## config.mk

```make
export PLATFORM = sky130hd
export DESIGN_NAME = ram_rd_return_align
export DESIGN_NICKNAME = d
export VERILOG_FILES = /design/src/rtl/ram_rd_pkg.sv /design/src/rtl/ram_rd_skid_fifo.sv /design/src/rtl/ram_rd_return_align.sv
export SDC_FILE = /design/constraint.sdc
export NUM_CORES = 1
export LEC_CHECK = 0
export CAP_MARGIN = 20
export CORE_ASPECT_RATIO = 1.4
export CORE_MARGIN = 1
export CORE_UTILIZATION = 42
export CTS_BUF_LIST = sky130_fd_sc_hd__clkbuf_4 sky130_fd_sc_hd__clkbuf_8 sky130_fd_sc_hd__clkbuf_16
export CTS_CLUSTER_SIZE = 24
export DETAILED_ROUTE_END_ITERATION = 7
export GPL_TIMING_DRIVEN = 1
export PLACE_DENSITY = 0.69
export SLEW_MARGIN = 15
export SYNTH_ARGS = -nofsm -noshare
export SYNTH_HDL_FRONTEND = slang
export SYNTH_SLANG_ARGS = --single-unit
```

## constraint.sdc

```tcl
create_clock -name clk -period 2.96 [get_ports clk]
set_clock_uncertainty 0.15 [all_clocks]
set_input_delay 0.888 -clock clk [delete_from_list [all_inputs] [get_ports clk]]
set_output_delay 0.888 -clock clk [all_outputs]
set_load 0.01 [all_outputs]
```

## src/rtl/ram_rd_pkg.sv

```systemverilog
// ram_rd_pkg: width helpers for the read-return aligner (clog2, credit/occupancy and pointer widths)
package ram_rd_pkg;
  function automatic int clog2(input int v);
    int r = 0;
    while ((1 << r) < v) r++;
    return r;
  endfunction
  function automatic int cnt_width(input int depth);
    return clog2(depth) + 1;
  endfunction
  function automatic int ptr_width(input int depth);
    return depth > 1 ? clog2(depth) : 1;
  endfunction
endpackage

```

## src/rtl/ram_rd_skid_fifo.sv

```systemverilog
// ram_rd_skid_fifo: circular skid buffer (wr_en/wr_data in, rd_en/rd_data/empty/count out, clear flushes)
module ram_rd_skid_fifo import ram_rd_pkg::*; #(
  parameter int DATA_WIDTH = 8,
  parameter int DEPTH = 4
) (
  input  logic                        clk,
  input  logic                        rst_n,
  input  logic                        clear,
  input  logic                        wr_en,
  input  logic [DATA_WIDTH-1:0]       wr_data,
  input  logic                        rd_en,
  output logic [DATA_WIDTH-1:0]       rd_data,
  output logic                        empty,
  output logic [cnt_width(DEPTH)-1:0] count
);
  localparam int PW = ptr_width(DEPTH);
  localparam int CW = cnt_width(DEPTH);
  logic [DATA_WIDTH-1:0] mem_q [DEPTH];
  logic [DATA_WIDTH-1:0] mem_d [DEPTH];
  logic [DATA_WIDTH-1:0] last_q, last_d;
  logic [PW-1:0] wr_ptr_q, wr_ptr_d, rd_ptr_q, rd_ptr_d;
  logic [CW-1:0] count_q, count_d;
  logic wr, rd;
  function automatic logic [PW-1:0] bump(input logic [PW-1:0] p);
    return p == PW'(DEPTH - 1) ? '0 : p + PW'(1);
  endfunction
  assign wr = wr_en & ~clear;
  assign rd = rd_en & ~clear & ~empty;
  assign empty = count_q == '0;
  assign count = count_q;
  assign rd_data = empty ? last_q : mem_q[rd_ptr_q];
  always_comb begin
    mem_d = mem_q;
    if (wr) mem_d[wr_ptr_q] = wr_data;
    wr_ptr_d = clear ? '0 : wr ? bump(wr_ptr_q) : wr_ptr_q;
    rd_ptr_d = clear ? '0 : rd ? bump(rd_ptr_q) : rd_ptr_q;
    count_d = clear ? '0 : count_q + CW'(wr) - CW'(rd);
    last_d = rd ? mem_q[rd_ptr_q] : last_q;
  end
  always_ff @(posedge clk or negedge rst_n)
    if (!rst_n) begin
      mem_q <= '{default: '0};
      last_q <= '0;
      wr_ptr_q <= '0;
      rd_ptr_q <= '0;
      count_q <= '0;
    end else begin
      mem_q <= mem_d;
      last_q <= last_d;
      wr_ptr_q <= wr_ptr_d;
      rd_ptr_q <= rd_ptr_d;
      count_q <= count_d;
    end
  assert property (@(posedge clk) disable iff (!rst_n) !(wr && !rd && count_q == CW'(DEPTH)));
endmodule

```

## src/rtl/ram_rd_return_align.sv

```systemverilog
// ram_rd_return_align: issues credit-guarded RAM reads and realigns fixed-latency returns into a valid/ready stream
module ram_rd_return_align import ram_rd_pkg::*; #(
  parameter int ADDR_WIDTH = 8,
  parameter int DATA_WIDTH = 8,
  parameter int RD_LATENCY = 2,
  parameter int SKID_DEPTH = 4
) (
  input  logic                             clk,
  input  logic                             rst_n,
  input  logic                             clear,
  input  logic                             req_valid,
  output logic                             req_ready,
  input  logic [ADDR_WIDTH-1:0]            req_addr,
  output logic                             ram_rd_en,
  output logic [ADDR_WIDTH-1:0]            ram_addr,
  input  logic [DATA_WIDTH-1:0]            ram_rdata,
  output logic                             out_valid,
  input  logic                             out_ready,
  output logic [DATA_WIDTH-1:0]            out_data,
  output logic [cnt_width(SKID_DEPTH)-1:0] occupancy
);
  localparam int CW = cnt_width(SKID_DEPTH);
  logic [RD_LATENCY-1:0] tag_q, tag_d;
  logic [CW-1:0] credit_q, credit_d;
  logic empty, pop;
  assign req_ready = credit_q != '0 && !clear;
  assign ram_rd_en = req_valid & req_ready;
  assign ram_addr = req_addr;
  assign out_valid = ~empty;
  assign pop = out_valid & out_ready;
  always_comb begin
    tag_d = clear ? '0 : RD_LATENCY'({tag_q, ram_rd_en});
    credit_d = clear ? CW'(SKID_DEPTH) : credit_q - CW'(ram_rd_en) + CW'(pop);
  end
  always_ff @(posedge clk or negedge rst_n)
    if (!rst_n) begin
      tag_q <= '0;
      credit_q <= CW'(SKID_DEPTH);
    end else begin
      tag_q <= tag_d;
      credit_q <= credit_d;
    end
  ram_rd_skid_fifo #(.DATA_WIDTH(DATA_WIDTH), .DEPTH(SKID_DEPTH)) u_fifo (
    .clk(clk),
    .rst_n(rst_n),
    .clear(clear),
    .wr_en(tag_q[RD_LATENCY-1]),
    .wr_data(ram_rdata),
    .rd_en(pop),
    .rd_data(out_data),
    .empty(empty),
    .count(occupancy)
  );
endmodule

```

# ---- Word level (Yosys, flattened, before mapping)
# Cells that the tools add are included.
dict set report op_classes {
  muxes 16
  bitwise_logic 9
  n_reduce_logical 7
  magnitude_cmp 3
  addsub 6
  eq_ne 2
}
# cell n
set op_table {}
lappend op_table {{$bwmux W32} 1}
lappend op_table {{$mux W8} 4}
lappend op_table {{$bmux W8 S2} 1}
lappend op_table {{$demux W8 S2} 1}
lappend op_table {{$mux W2} 7}
lappend op_table {{$add A3 B1 Y3} 2}
lappend op_table {{$ge A3 B3 Y1 const B} 2}
lappend op_table {{$mux W3} 2}
lappend op_table {{$not A2 Y3} 2}
lappend op_table {{$sub A3 B1 Y3} 2}
lappend op_table {{$and A1 B1 Y1} 5}
lappend op_table {{$add A2 B1 Y2 const B} 2}
lappend op_table {{$eq A2 B2 Y1 const B} 2}
lappend op_table {{$reduce_bool A2 Y1} 2}
lappend op_table {{$logic_not A3 Y1} 1}
lappend op_table {{$lt A3 B1 Y1 const B} 1}
lappend op_table {{$reduce_bool A3 Y1} 1}
lappend op_table {{$logic_and A1 B1 Y1} 2}
lappend op_table {{$not A1 Y1} 2}
lappend op_table {{$logic_not A1 Y1} 1}
dict set report totals {
  regBits 52
  out_inout_bits 22
  input_bits 21
}

# ---- Longest topological paths before layout
# Gate-level depths: netlist (run 1).
dict set report depth {
  ltp_word 7
  mapped_depth 10
  ltp_nobuf 9
}

# ---- By module
# A second synthesis (run 1) with hierarchy kept.
dict set report hier_totals {
  hier_cells 174
  area_unflattened_um2 2552.4
}
# mod instances cells_per_inst area_each_um2
set by_module_without_submodules {}
lappend by_module_without_submodules {ram_rd_skid_fifo 1 144 2230.9}
lappend by_module_without_submodules {ram_rd_return_align 1 30 321.6}

# ---- Worst setup path after synthesis (run 1)
# Ideal clock, no wire load.
dict set report synth_timing {
  path_type {input-to-reg}
  start {input port clear}
  end {register credit_q[2]}
  n_path_buf 0
  setup_slack_ns 0.311
  arrival_time_ns 2.419
  setup_ns 0.080
  stages 8
  cell_sequence {nor3b_1 xnor2_1 ha_1 inv_1 fa_1 xor2_1 xnor2_1 nand2b_1}
}
dict set report synth_between {
  elab_chain_cells 6
}
# element line_no
set synth_lines {}
lappend synth_lines {{start, declared} ram_rd_return_align.sv:10} ;# input logic clear,
lappend synth_lines {{$logic_not A1 Y1} ram_rd_return_align.sv:26} ;# assign req_ready = credit_q != '0 && !clear;
lappend synth_lines {{$logic_and A1 B1 Y1} ram_rd_return_align.sv:26}
lappend synth_lines {{$and A1 B1 Y1} ram_rd_return_align.sv:27} ;# assign ram_rd_en = req_valid & req_ready;
lappend synth_lines {{$sub A3 B1 Y3} ram_rd_return_align.sv:33} ;# credit_d = clear ? CW'(SKID_DEPTH) : credit_q - CW'(ram_rd_en) + CW'(pop);
lappend synth_lines {{$add A3 B1 Y3} ram_rd_return_align.sv:33}
lappend synth_lines {{$mux W3 (*)} ram_rd_return_align.sv:33}
lappend synth_lines {{via credit_d[2]} ram_rd_return_align.sv:24} ;# logic [CW-1:0] credit_q, credit_d;
lappend synth_lines {{end signal, assigned} ram_rd_return_align.sv:38} ;# credit_q <= CW'(SKID_DEPTH);
lappend synth_lines {{end signal, assigned} ram_rd_return_align.sv:41} ;# credit_q <= credit_d;
lappend synth_lines {{end, declared} ram_rd_return_align.sv:24}
# Mark *: on every way through the listed nets, which the timed path passes. The rest lies on a longest branch.
# A chain may end at the register's enable or synchronous reset.

# ---- Final worst setup path (run 1)
dict set report layout_timing {
  start {register u_fifo.rd_ptr_q[0]}
  end {output port out_data[1]}
}
dict set report layout_between {
  elab_chain_cells 5
}
# element line_no
set layout_lines {}
lappend layout_lines {{start, declared} ram_rd_skid_fifo.sv:21} ;# logic [PW-1:0] wr_ptr_q, wr_ptr_d, rd_ptr_q, rd_ptr_d;
lappend layout_lines {{start signal, assigned} ram_rd_skid_fifo.sv:51} ;# rd_ptr_q <= rd_ptr_d;
lappend layout_lines {{$not A2 Y3 (implied by the code)} ram_rd_skid_fifo.sv:31} ;# assign rd_data = empty ? last_q : mem_q[rd_ptr_q];
lappend layout_lines {{$bmux W8 S2} ram_rd_skid_fifo.sv:31}
lappend layout_lines {{$mux W8 (implied by the code) (2 in a row)} ram_rd_skid_fifo.sv:31}
lappend layout_lines {{$mux W8} ram_rd_skid_fifo.sv:31}
lappend layout_lines {{end, declared} ram_rd_return_align.sv:19} ;# output logic [DATA_WIDTH-1:0] out_data,
# Every way passes these cells. The select of a mux whose other input is x is not followed.

==> results of run 1 <==
[cell usage in the layout, fill, tap and decap left out, drive strengths merged]
cell type and n:
dfrtp 51, mux2 48, buf 19, clkdlybuf4s50 15
mux4 8, nor2 8, ha 8, inv 7
clkbuf 7, nand2 5, nor2b 4, xnor2 3
mux2i 3, clkdlybuf4s15 3, nor3b 3, xor2 2
fa 2, dlygate4sd2 2, nor3 2, o31ai 1
and2 1, nand2b 1, or3 1, a21oi 1
bufinv 1, dfstp 1
[per-stage QoR]
| stage | utilization | power (uW) | instance area [um2] | hold WS [ps] | instances |
|---|---|---|---|---|---|
| after floorplan | - | 1593 | 2546 | 288.5 | 173 |
| after global placement | 0.4947 | 1949 | 2900 | 315.6 | 266 |
| after detailed placement | 0.4947 | 2003 | 2900 | 300.3 | 266 |
| after CTS | 0.5179 | 2497 | 3037 | 343.2 | 277 |
| after global routing | 0.5265 | 2735 | 3087 | 368.3 | 277 |
| final | 0.5265 | 2575 | 3087 | 340.6 | 277 |
[registers in the layout (all words and copies together), names as in the netlist]
signal	cells
tag_q	2
u_fifo.wr_ptr_q	2
u_fifo.rd_ptr_q	2
u_fifo.count	3
u_fifo.last_q	8
u_fifo.mem_q	32
credit_q	3
[how the worst max path moves through the flow]
stage,start,to
after global placement,req_valid,ram_rd_en
after floorplan,clear,credit_q[2]$_DFF_PN1_
after detailed placement,req_valid,ram_rd_en
after global routing,u_fifo.rd_ptr_q[0]$_DFFE_PN0P_,out_data[1]
after CTS,u_fifo.rd_ptr_q[0]$_DFFE_PN0P_,out_data[1]
final,u_fifo.rd_ptr_q[0]$_DFFE_PN0P_,out_data[1]
[power groups by stage]
stage,clock network (uW),logic [uW],registers (uW)
6_report,522,1080,978
5_1_grt,563,1170,1000
4_1_cts,539,979,978
3_5_place_dp,0,1010,990
3_3_place_gp,0,976,973
2_1_floorplan,0,632,962
[cell families after synthesis]
| group | count (synthesis) |
|---|---|
| mux | 59 |
| flops | 52 |
| simple gates | 25 |
| buf+inv | 20 |
| fa+ha+maj | 10 |
| xor+xnor | 5 |
| compound gates | 2 |
[routing by layer]
metal  up-vias  GRT usage
met3         6    0.03277
met4         0    0.05208
met5         -          0
met1       757     0.2045
met2        18     0.3168
li1        664          -
[worst reg2reg max path: cells and delay by family, from the launching register on]
family                     cells  cell delay (ps)
adders and majority gates      2              540
AOI/OAI and AO/OA              1              490
buffers and inverters          2              220
xor gates and xnor gates       3              510
DFF                            1              420
and+or+nand+nor                1               70
[area by class of cell]
type / count / area [um2]
fill: 506 / 2776
sequential: 52 / 1304
multi-input combinational: 101 / 1149
timing repair buffer: 39 / 394.1
clock buffer: 7 / 96.34
tap: 70 / 87.58
clock inverter: 1 / 30.03
inverter: 7 / 26.28
[timing repair]
| item | in CTS | in global routing |
|---|---|---|
| gates resized for setup | 27 | 12 |
| endpoints found under the hold margin | 0 | 0 |
| setup buffers | 3 | 0 |
| setup endpoints to repair | 10 | 8 |
==> flow_summary.yaml, run 1 <==
outcome:
  status: "finished clean"
routing:
  drc: 0
  met1_length_um: 1945
  num_vias: 1445
  wl_per_cell_um: 17.30
  wl_met2_um: 2652
  drt_iter0_markers: 53
  routed.top_layer: "met4"
  wl_um: 4793
  viasPerCell: 5.217
  route.met3.wl_um: 130
  drt_pass1_iterations: 2
  ant_nets: 0
logic_synthesis:
  yosys_warnings: 0
  synth_fa_ha_area_frac: 0.05504
  synth_top_family_by_area: "multiplexers"
  synth_ff_type: "dfrtp_1"
  synth_compound_area_frac: 0.004914
  synth-edff-count: 0
  async_flop_share: 1.000
  yosysTopAreaCellShare: 0.5012
  synth_commonest_cells: "51 x dfrtp_1, 40 x mux2_2"
  synthMuxAreaShare: 0.3066
  yosys.area_share.xor_xnor: 0.01720
  synth-simple-area-share: 0.05946
  synth_cells: 173
  syn_nets: 204
  yosysMostFrequentCell: "dfrtp_1"
  ys_seq_area_frac: 0.5115
  synth_top_area_cell: "dfrtp_1"
  synth_area_um2: 2546
  synthTopCellsByArea: "dfrtp_1 50%, mux2_2 18%, mux4_2 7.1%, mux2_4 4.7%, ha_1 3.9%"
  synth.avg_cell_area_um2: 14.72
  ys_ff_latch: 52
  synth.distinct_cells: 28
grt:
  antenna_found_initial: 0
  grt_overflow: 0
  grt_max_degree: 28
  grt_pass1_wl_um: 8024
  grt_usage: 0.1756
  grt_pass1_vias: 1634
floorplan:
  num_io_pins: 43
  fp.dieW_um: 67.81
  design.die.area_um2: 6382
  rows: 33
  core_um2: 5863
  die_height_um: 94.13
  start_util: 0.4343
power_and_ir_drop:
  p_int_uw: 1843
  clkPwrFrac: 0.203
  pwr-share-seq: 0.380
  switching_share: 0.2845
  leakage_uw: 0.001463
  comb_power_share: 0.418
  p_per_area_nw_per_um2: 834.3
  p_switching_uw: 732.8
  ir_worst_vdd_v: 0.0005723
place:
  hpwlAfterDp_um: 3362
  place_congestion: 0.7054
  port_buffers: 26
  pre_cts_slack_ps: -318.5
setup_path:
  cp.required_ps: 1920
  path_buf_inv: 3
  critPathLaunchType: "register"
  cp.depth: 5
  cp_max_fo: 6
  r2r_slack_ps: 510
  worstSetupEndpointType: "output pin"
  reg2reg_from: "u_fifo.count[1]$_DFF_PN0_"
  crit_path_top_delay_cell: "mux4_2"
  critical_path_arrival_ps: 1880
  worst-setup-path-type: "register to output pin"
  worst_path_most_repeated_cell: "buf_12"
  critPathMaxStageDelay_ps: 510
  crit_family: "multiplexers"
  r2r_end: "credit_q[2]$_DFF_PN1_"
  path_cells: "buf_12, buf_12, mux4_2, mux2_4, buf_6"
  reg2reg_depth: 9
timing:
  timing.final.crit_share: 0.9846
  rsz0062_at_grt: "yes"
  tightest_slew_ps: 654.3
  setup_ws_ps: 45.65
  slew_headroom: 0.5638
  min_period_ps: 2914
  hold_viol: 0
  max_freq_mhz: 343.1
  fin_setup_tns_ps: 0
  finalSetupViolCount: 0
  slew_violations: 0
worst_hold_path:
  worstHoldPathType: "register to register"
  worstHoldEndpoint: "tag_q[1]$_DFF_PN0_"
  hold_start: "tag_q[0]$_DFF_PN0_"
  hold_depth: 1
cells_and_area:
  drive_gt1_frac: 0.4444
  synthToLayoutAreaGrowth_pct: 21.23
  antenna_cells: 0
  nets: 237
clocking:
  clock_sinks: 52
  root_buffer: "clkbuf_8"
  cts_tree: "done"
  h-tree-depth: 2
  clk_pin_slew_ps: 90
  hold_buffers: 0
  clock_latency_ps: 300
  clock_path_buffers: 2
  cts_made_buffers: 5
flow_run:
  cap_violations: 0
(Power assumes the default switching activity.)
==> run 2, diff against run 1 <==
--- a/config.mk
+++ b/config.mk
@@ -14,6 +14,7 @@
 export DETAILED_ROUTE_END_ITERATION = 7
 export GPL_TIMING_DRIVEN = 1
 export PLACE_DENSITY = 0.69
+export SKIP_CTS_REPAIR_TIMING = 1
 export SLEW_MARGIN = 15
 export SYNTH_ARGS = -nofsm -noshare
 export SYNTH_HDL_FRONTEND = slang
==> flow_summary.yaml, run 2 (synthesis gave the netlist of run 1 again) <==
power_and_ir_drop:
  leakage_uw: 0.001530
  ir_worst_vdd_v: 0.0005699
  comb_power_share: 0.395
  clkPwrFrac: 0.210
  switching_share: 0.2837
  p_switching_uw: 701.9
  p_per_area_nw_per_um2: 809.2
  pwr-share-seq: 0.395
  p_int_uw: 1773
clocking:
  clock_sinks: 52
  clock_path_buffers: 2
  clk_pin_slew_ps: 90
  cts_made_buffers: 5
  cts_tree: "done"
  h-tree-depth: 2
  root_buffer: "clkbuf_8"
  clock_latency_ps: 300
setup_path:
  critical_path_arrival_ps: 1840
  worstSetupEndpointType: "output pin"
  worst-setup-path-type: "register to output pin"
  cp.required_ps: 1920
  critPathLaunchType: "register"
  cp_max_fo: 11
routing:
  drt_pass1_iterations: 4
  drt_iter0_markers: 41
  wl_um: 4766
  drc: 0
  wl_per_cell_um: 17.39
  num_vias: 1428
  ant_nets: 0
  viasPerCell: 5.212
cells_and_area:
  drive_gt1_frac: 0.4118
  synthToLayoutAreaGrowth_pct: 20.10
  utilization: 0.5216
  antenna_cells: 0
  top_regs: "u_fifo.mem_q: 32 flops, u_fifo.last_q: 8 flops"
  largest_register_ffs: 32
  top_register: "u_fifo.mem_q"
  final_cell_mix: "50 x dfrtp_1, 40 x mux2_2, 15 x clkdlybuf4s50_1"
  final_common_cell: "dfrtp_1"
  nets: 234
  nFillCells: 514
timing:
  finalSetupViolCount: 0
  slew_headroom: 0.5806
  tightest_slew_ps: 629.0
  fin_setup_tns_ps: 0
  slew_violations: 0
  max_freq_mhz: 347.9
  timing.final.crit_share: 0.9710
  min_period_ps: 2874
  rsz0062_at_grt: "no"
  hold_viol: 0
flow_run:
  cap_violations: 0
grt:
  grt_max_degree: 28
  grt_overflow: 0
  antenna_found_initial: 0
  grt_usage: 0.1749
  grt_pass1_vias: 1638
  grt_pass1_wl_um: 8017
outcome:
  status: "finished clean"
floorplan:
  core_um2: 5863
  fp.dieW_um: 67.81
  rows: 33
  start_util: 0.4343
  die_height_um: 94.13
  design.die.area_um2: 6382
  num_io_pins: 43
worst_hold_path:
  worstHoldPathType: "register to register"
place:
  place_congestion: 0.7054
  hpwlAfterDp_um: 3362
  port_buffers: 26
## run 2: path summary, 6_finish.rpt
check	startpoint	endpoint	slack, ps	cells after the start
max	u_fifo.rd_ptr_q[0]$_DFFE_PN0P_	out_data[1]	90	4
max reg2reg	u_fifo.count[1]$_DFF_PN0_	credit_q[2]$_DFF_PN1_	500	9
max in group asynchronous	rst_n	u_fifo.mem_q[0]$_DFFE_PN0P_	1640	2
min	tag_q[0]$_DFF_PN0_	tag_q[1]$_DFF_PN0_	340	1
min reg2reg	tag_q[0]$_DFF_PN0_	tag_q[1]$_DFF_PN0_	340	1
min in group asynchronous	rst_n	u_fifo.last_q[1]$_DFFE_PN0P_	450	1
## run 2: worst max-delay path, stage by stage, from the launching register on
cell and delay [ps]:
dfrtp_1 380, buf_12 160, mux4_2 520, mux2_2 290
dlymetal6s2s_1 180
## run 2: power groups by stage
stage / clock network [uW] / logic [uW] / registers (uW)
final: 521 / 977 / 977
after global routing: 563 / 1070 / 1000
after CTS: 539 / 1020 / 978
after detailed placement: 0 / 1010 / 990
after global placement: 0 / 976 / 973
after floorplan: 0 / 632 / 962
## run 2: routing by layer
metal | track usage | vias up | wire (um)
li1 | - | 654 | -
met1 | 0.1981 | 750 | 1895
met2 | 0.3160 | 20 | 2680
met3 | 0.03641 | 4 | 141
met4 | 0.05729 | 0 | 49
met5 | 0 | - | 0
## run 2: per-stage QoR
step / instance area, um2 / total power, uW / setup WS [ps] / cells / hold slack, ps
after floorplan: 2546 / 1593 / 311.0 / 173 / 288.5
after global placement: 2900 / 1949 / -236.6 / 266 / 315.6
after detailed placement: 2900 / 2003 / -318.5 / 266 / 300.3
after CTS: 3027 / 2537 / -322.0 / 274 / 343.2
after global routing: 3058 / 2631 / 6.081 / 274 / 368.3
final: 3058 / 2474 / 85.83 / 274 / 342.5
## run 2: layout make-up
cell class	count	area, um2	share of cell area
clock buffer	7	96.34	0.03151
clock inverter	1	30.03	0.009820
inverter	7	26.28	0.008592
multi-input combinational	101	1134	0.3707
sequential	52	1304	0.4264
tap	70	87.58	0.02864
timing repair buffer	36	380.4	0.1244
